File: src/rtl/icache_ctrl_if.sv
// Fetcher, memory-fetch-port and ROB flush signals seen by the instruction cache.
// The slave modport is the cache's view; master is the surrounding pipeline's view.
interface icache_ctrl_if;
    logic        in_fetcher_ce;
    logic [31:0] in_fetcher_addr;
    logic        out_fetcher_ce;
    logic [31:0] out_fetcher_inst;
    logic        out_mem_ce;
    logic [31:0] out_mem_addr;
    logic        in_mem_ce;
    logic [31:0] in_mem_data;
    logic        in_rob_misbranch;

    modport slave (
        input  in_fetcher_ce,
        input  in_fetcher_addr,
        output out_fetcher_ce,
        output out_fetcher_inst,
        output out_mem_ce,
        output out_mem_addr,
        input  in_mem_ce,
        input  in_mem_data,
        input  in_rob_misbranch
    );

    modport master (
        output in_fetcher_ce,
        output in_fetcher_addr,
        input  out_fetcher_ce,
        input  out_fetcher_inst,
        input  out_mem_ce,
        input  out_mem_addr,
        output in_mem_ce,
        output in_mem_data,
        output in_rob_misbranch
    );
endinterface

File: src/rtl/icache_ctrl.sv
// Direct-mapped, one-word-per-line instruction cache: local single-cycle hits,
// single-word refills from the memory fetch port, misses cancelled by ROB misbranch.
module icache_ctrl #(
    parameter int INDEX_BITS = 6
) (
    input  logic         clk,
    input  logic         rst,
    input  logic         rdy,
    icache_ctrl_if.slave bus
);
    localparam int TAG_BITS = 30 - INDEX_BITS;
    localparam int LINES    = 1 << INDEX_BITS;

    typedef enum logic {
        IDLE,
        MISS
    } state_e;

    state_e                  state_q, state_d;
    logic [LINES-1:0]        valid_q;
    logic [TAG_BITS-1:0]     tag_arr_q [LINES];
    logic [31:0]             data_arr_q [LINES];

    logic                    fetch_ce_q, fetch_ce_d;
    logic [31:0]             fetch_inst_q, fetch_inst_d;
    logic                    mem_ce_q, mem_ce_d;
    logic [31:0]             mem_addr_q, mem_addr_d;
    logic [INDEX_BITS-1:0]   req_idx_q, req_idx_d;
    logic [TAG_BITS-1:0]     req_tag_q, req_tag_d;

    logic [INDEX_BITS-1:0]   lookup_idx;
    logic [TAG_BITS-1:0]     lookup_tag;
    logic                    hit;
    logic                    fill_en;
    logic [1:0]              unused_addr_lsb;

    assign lookup_idx      = bus.in_fetcher_addr[INDEX_BITS+1:2];
    assign lookup_tag      = bus.in_fetcher_addr[31:INDEX_BITS+2];
    assign unused_addr_lsb = bus.in_fetcher_addr[1:0];
    assign hit             = valid_q[lookup_idx] && (tag_arr_q[lookup_idx] == lookup_tag);

    always_comb begin
        state_d      = state_q;
        fetch_ce_d   = 1'b0;
        fetch_inst_d = fetch_inst_q;
        mem_ce_d     = 1'b0;
        mem_addr_d   = mem_addr_q;
        req_idx_d    = req_idx_q;
        req_tag_d    = req_tag_q;
        fill_en      = 1'b0;

        unique case (state_q)
            IDLE: begin
                // A misbranch squashes any request arriving in the same cycle.
                if (!bus.in_rob_misbranch && bus.in_fetcher_ce) begin
                    if (hit) begin
                        fetch_ce_d   = 1'b1;
                        fetch_inst_d = data_arr_q[lookup_idx];
                    end else begin
                        mem_ce_d   = 1'b1;
                        mem_addr_d = bus.in_fetcher_addr;
                        req_idx_d  = lookup_idx;
                        req_tag_d  = lookup_tag;
                        state_d    = MISS;
                    end
                end
            end
            MISS: begin
                // Returned data is valid for its address even when the fetch was squashed.
                if (bus.in_mem_ce) begin
                    fill_en = 1'b1;
                    state_d = IDLE;
                    if (!bus.in_rob_misbranch) begin
                        fetch_ce_d   = 1'b1;
                        fetch_inst_d = bus.in_mem_data;
                    end
                end else if (bus.in_rob_misbranch) begin
                    state_d = IDLE;
                end
            end
            default: state_d = IDLE;
        endcase
    end

    always_ff @(posedge clk) begin
        if (rst) begin
            state_q      <= IDLE;
            valid_q      <= '0;
            fetch_ce_q   <= 1'b0;
            fetch_inst_q <= '0;
            mem_ce_q     <= 1'b0;
            mem_addr_q   <= '0;
            req_idx_q    <= '0;
            req_tag_q    <= '0;
        end else if (rdy) begin
            state_q      <= state_d;
            fetch_ce_q   <= fetch_ce_d;
            fetch_inst_q <= fetch_inst_d;
            mem_ce_q     <= mem_ce_d;
            mem_addr_q   <= mem_addr_d;
            req_idx_q    <= req_idx_d;
            req_tag_q    <= req_tag_d;
            if (fill_en) begin
                valid_q[req_idx_q] <= 1'b1;
            end
        end
    end

    always_ff @(posedge clk) begin
        if (!rst && rdy && fill_en) begin
            data_arr_q[req_idx_q] <= bus.in_mem_data;
            tag_arr_q[req_idx_q]  <= req_tag_q;
        end
    end

    assign bus.out_fetcher_ce   = fetch_ce_q;
    assign bus.out_fetcher_inst = fetch_inst_q;
    assign bus.out_mem_ce       = mem_ce_q;
    assign bus.out_mem_addr     = mem_addr_q;
endmodule

File: src/flat_wrapper.sv
// flat-port wrapper written by rule: the top's interface ports become plain ports
module icache_ctrl_flat 
#(
    parameter int INDEX_BITS = 6
)
  (clk, rst, rdy, bus_in_fetcher_ce, bus_in_fetcher_addr, bus_out_fetcher_ce, bus_out_fetcher_inst, bus_out_mem_ce, bus_out_mem_addr, bus_in_mem_ce, bus_in_mem_data, bus_in_rob_misbranch);
  icache_ctrl_if bus_i ();
  input  logic clk;
  input  logic rst;
  input  logic rdy;
  input wire logic [$bits(bus_i.in_fetcher_ce)-1:0] bus_in_fetcher_ce;
  input wire logic [$bits(bus_i.in_fetcher_addr)-1:0] bus_in_fetcher_addr;
  output wire logic [$bits(bus_i.out_fetcher_ce)-1:0] bus_out_fetcher_ce;
  output wire logic [$bits(bus_i.out_fetcher_inst)-1:0] bus_out_fetcher_inst;
  output wire logic [$bits(bus_i.out_mem_ce)-1:0] bus_out_mem_ce;
  output wire logic [$bits(bus_i.out_mem_addr)-1:0] bus_out_mem_addr;
  input wire logic [$bits(bus_i.in_mem_ce)-1:0] bus_in_mem_ce;
  input wire logic [$bits(bus_i.in_mem_data)-1:0] bus_in_mem_data;
  input wire logic [$bits(bus_i.in_rob_misbranch)-1:0] bus_in_rob_misbranch;
  assign bus_i.in_fetcher_ce = bus_in_fetcher_ce;
  assign bus_i.in_fetcher_addr = bus_in_fetcher_addr;
  assign bus_out_fetcher_ce = bus_i.out_fetcher_ce;
  assign bus_out_fetcher_inst = bus_i.out_fetcher_inst;
  assign bus_out_mem_ce = bus_i.out_mem_ce;
  assign bus_out_mem_addr = bus_i.out_mem_addr;
  assign bus_i.in_mem_ce = bus_in_mem_ce;
  assign bus_i.in_mem_data = bus_in_mem_data;
  assign bus_i.in_rob_misbranch = bus_in_rob_misbranch;
  icache_ctrl #(.INDEX_BITS(INDEX_BITS)) u_core (.clk(clk), .rst(rst), .rdy(rdy), .bus(bus_i));
endmodule
File: config.mk
export PLATFORM = sky130hd
export DESIGN_NAME = icache_ctrl_flat
export DESIGN_NICKNAME = d
export VERILOG_FILES = /design/src/rtl/icache_ctrl_if.sv /design/src/rtl/icache_ctrl.sv /design/src/flat_wrapper.sv
export SDC_FILE = /design/constraint.sdc
export NUM_CORES = 2
export LEC_CHECK = 0
export CORE_MARGIN = 2
export CORE_UTILIZATION = 43
export CTS_BUF_LIST = sky130_fd_sc_hd__clkbuf_4 sky130_fd_sc_hd__clkbuf_8
export DETAILED_ROUTE_END_ITERATION = 10
export SETUP_SLACK_MARGIN = 0.3
export SLEW_MARGIN = 20
export SYNTH_ARGS = -nofsm -noshare
export SYNTH_HDL_FRONTEND = slang
export SYNTH_SLANG_ARGS = --single-unit
export TNS_END_PERCENT = 1
File: constraint.sdc
create_clock -name clk -period 5.3 [get_ports clk]
set_input_delay 1.06 -clock clk [delete_from_list [all_inputs] [get_ports clk]]
set_output_delay 1.06 -clock clk [all_outputs]
set_load 0.01 [all_outputs]
==> run summary <==
Share of layout cells above drive strength 1 -> 33.0%
Largest net degree at the start of global routing -> 134
Period utilisation layout -> 91.6%
Synth top area share -> 75.4%
Fmax -> 206 MHz
Hold Vio Cnt, Final -> 0
Top cells by area, synth -> edfxtp_1 75%, mux4_2 15%, mux2i_1 2.5%
Syn_area_per_cell -> 22.5 um^2
Routed wire length per instance -> 35.6 um
Initial antenna violation count -> 9
Worst R2R Start -> u_core.tag_arr_q[3][6]
Post-route minimum period -> 4.85 ns
Inst Count DP -> 11.0k
Critical Path End Type -> flip-flop
Vias in the first global route -> 72.9k
RSZ-0062 raised after global routing -> no
Max cap viols -> 0
Worst skew pair latency -> 1.06 ns
Placed Area -> 0.153 mm^2
Number of port buffers -> 135
Clk slew on worst S/H paths -> 0.06 ns
Most used DFF post-synth -> edfxtp_1
Max rail drop VDD -> 0.303 mV
Die span in x -> 580 um
FF-to-FF End -> u_core.bus.out_fetcher_inst[10]
TritonCTS Buffers -> 604
Seq/Total Area, Yosys -> 77.3%
Io pins -> 136
Die area -> 0.337 mm^2
Synth async-reset ratio -> 0%
Yosys warnings -> 0
Number of filler cells placed in the layout -> 26.2k
Pins Over Slew Limit -> 0
CTS Root Cell -> clkbuf_8
Total congestion overflow -> 0
Global-route wire length before repair -> 588000 um
CP Class -> input port to flip-flop
Placed wire-length estimate -> 232000 um
Critical path startpoint category -> input port
Post-synth EDFFs -> 3584
P&R area growth vs syn -> 15.7%
Antenna-violating nets left -> 0
HP Class -> input port to flip-flop
DR iter-0 viols -> 10.1k
CTS Sinks -> 3715
Synth top cells by count -> 3584 x edfxtp_1, 946 x mux4_2, 355 x mux2i_1, 165 x clkbuf_1, 132 x buf_2
FF-to-FF setup slack -> 0.63 ns
Post-synthesis cell area -> 0.143 mm^2
Drt via density -> 6.15
Pwr dens -> 358 mW/mm^2
Mapped Cells -> 6352
H-tree Lvls -> 6
Crit Path Max Fanout -> 33
Worst Clk Skew -> 0.0728 ns
Flops & latches, synth -> 3715
Leak Pwr -> 50.4 nW
Syn nets -> 6422
Req. time, crit path -> 6.23 ns
Post-Layout Cell Count -> 12.0k
Final setup viols -> 0
Max Root-Sink Buffers -> 4
Cell variety after synth -> 65
Worst Hold Launch -> bus_in_mem_data[14]
Post-CTS Setup Bufs -> 0
Total track usage -> 25.0%
Dpl ws -> -0.711 ns
Design area -> 0.165 mm^2
Critical path arrival -> 5.78 ns
Worst setup margin -> 0.446 ns
Worst Tran Pin Value -> 1.14 ns
Core Region -> 0.330 mm^2
Drt pass-1 iters -> 7
Final wirelength -> 428000 um
Most common cell in the synthesized netlist -> edfxtp_1
GPL Wtd Cong -> 0.825
R2R depth -> 16
Relative slew slack -> 23.8%
Overall power -> 0.0591 W
Synth area leader -> edfxtp_1
Status -> completed
Via count -> 73.9k
Cell Rows -> 211
Initial core utilization -> 43.2%
WHS Endpoint -> u_core.data_arr_q[42][14]
Nets -> 7274
CTS tree -> built
DIE HEIGHT -> 580 um
WHS Path Cells -> 1
DRC violations left -> 0
## area by class of cell
class | instances | area, um^2 | share of cell area, %
multi-input cells | 2199 | 31000 | 18.8
clock buffers | 838 | 10300 | 6.22
clock inverters | 213 | 1260 | 0.763
well taps | 4366 | 5460 | 3.31
diodes | 5 | 12.5 | 0.00758
inverters | 71 | 272 | 0.164
flip-flops and latches | 3715 | 110000 | 66.8
repair buffers | 613 | 6540 | 3.96
## metal layers
layer  vias up  wire, um  track usage (%)
met3       650     39500             4.57
li1      28700         -                -
met1     40300    173000             36.0
met5         -        56                0
met2      4254    204000             39.4
met4         8     11500             6.83
## cell families (layout without fill, tap and decap cells)
group	count (synthesis)	after routing	share of synthesized area, %
AO/OA/AOI/OAI	426	426	2.10
other	0	5	0
XOR/XNOR	19	19	0.117
buffers and inverters	438	1735	1.41
flip-flops	3715	3715	77.3
multiplexers	1322	1322	17.6
AND/OR/NAND/NOR	432	432	1.54
## placed cells by master, fill, tap and decap left out, types with 10 or more instances in the layout
cell / netlist / routed
clkdlybuf4s50_1: 0 / 97
buf_12: 0 / 136
dfxtp_2: 0 / 16
nand3b_1: 10 / 10
nand3_1: 57 / 56
o21ai_0: 15 / 15
a221oi_1: 15 / 15
buf_2: 132 / 23
a22o_1: 20 / 20
nand4_1: 14 / 14
nor2_1: 94 / 30
clkbuf_4: 0 / 202
edfxtp_1: 3584 / 3584
a31oi_1: 13 / 13
nand2_1: 89 / 89
inv_1: 70 / 69
and2_1: 12 / 11
nand2b_1: 73 / 73
xor2_1: 11 / 11
nor3_1: 13 / 13
buf_4: 43 / 349
nor2_4: 0 / 64
clkbuf_8: 0 / 636
a22oi_1: 107 / 107
o22ai_1: 83 / 83
a21oi_1: 69 / 68
clkinvlp_4: 0 / 17
a211oi_1: 54 / 54
bufinv_16: 0 / 10
mux4_2: 946 / 946
dfxtp_1: 131 / 106
clkinv_1: 0 / 122
mux2_2: 21 / 21
mux2i_1: 355 / 355
clkinv_2: 0 / 53
nor2b_1: 42 / 38
## timing repair
item                       4_1_cts  5_1_grt
hold buffers                     0        0
setup endpoints to repair        1       32
gates resized for setup          1        2
## worst max-delay path by stage
stage	startpoint	endpoint	slack, ns	cells after the start
global placement	bus_in_fetcher_addr[3]	u_core.bus.out_fetcher_inst[30]	-0.70	19
detailed placement	bus_in_fetcher_addr[3]	u_core.bus.out_fetcher_inst[30]	-0.71	19
global route	bus_in_fetcher_addr[2]	u_core.bus.out_fetcher_inst[6]	0.40	17
floorplan	bus_in_mem_ce	u_core.data_arr_q[6][0]	0.31	5
finish	bus_in_fetcher_addr[2]	u_core.bus.out_fetcher_inst[10]	0.45	17
CTS	bus_in_fetcher_addr[4]	u_core.bus.out_fetcher_inst[6]	0.35	20
## flip-flops by register name (all words and copies together) (netlist names)
register,flops
u_core.bus.out_fetcher_ce,1
u_core.bus.out_fetcher_inst,32
u_core.bus.out_mem_addr,4
u_core.bus.out_mem_ce,1
u_core.data_arr_q,2048
u_core.req_idx_q,5
u_core.req_tag_q,23
u_core.state_q,1
u_core.tag_arr_q,1536
u_core.valid_q,64
## through the flow
| stage | hold slack (ns) | util, % | TNS, ns |
|---|---|---|---|
| 3_3_place_gp | 0.455 | 46.5 | -33.69 |
| 5_1_grt | 0.364 | 50.0 | 0 |
| 3_5_place_dp | 0.462 | 46.5 | -35.59 |
| 4_1_cts | 0.313 | 50.0 | 0 |
| 2_1_floorplan | 0.449 | - | 0 |
| 6_report | 0.391 | 50.0 | 0 |
## where the power goes
| group | total (W) | switching [W] | internal, W |
|---|---|---|---|
| sequential | 0.0322 | 0.0000558 | 0.0321 |
| clock | 0.0242 | 0.0112 | 0.0130 |
| combinational | 0.00271 | 0.00156 | 0.00114 |
| total | 0.0591 | 0.0128 | 0.0462 |
## critical path: stages
cell and delay (ns):
buf_16 0.29, buf_12 0.29, buf_4 0.38, mux4_2 0.56, a22o_1 0.24, nand2_1 0.06
nand3_1 0.21, nor3_1 0.29, xnor2_1 0.17, nor3_1 0.55, nand4_1 0.33, buf_4 0.25
o31ai_4 0.26, buf_12 0.19, buf_12 0.19, a21oi_1 0.09, a211oi_1 0.27
Note: power is estimated with default switching activity, not from simulation.
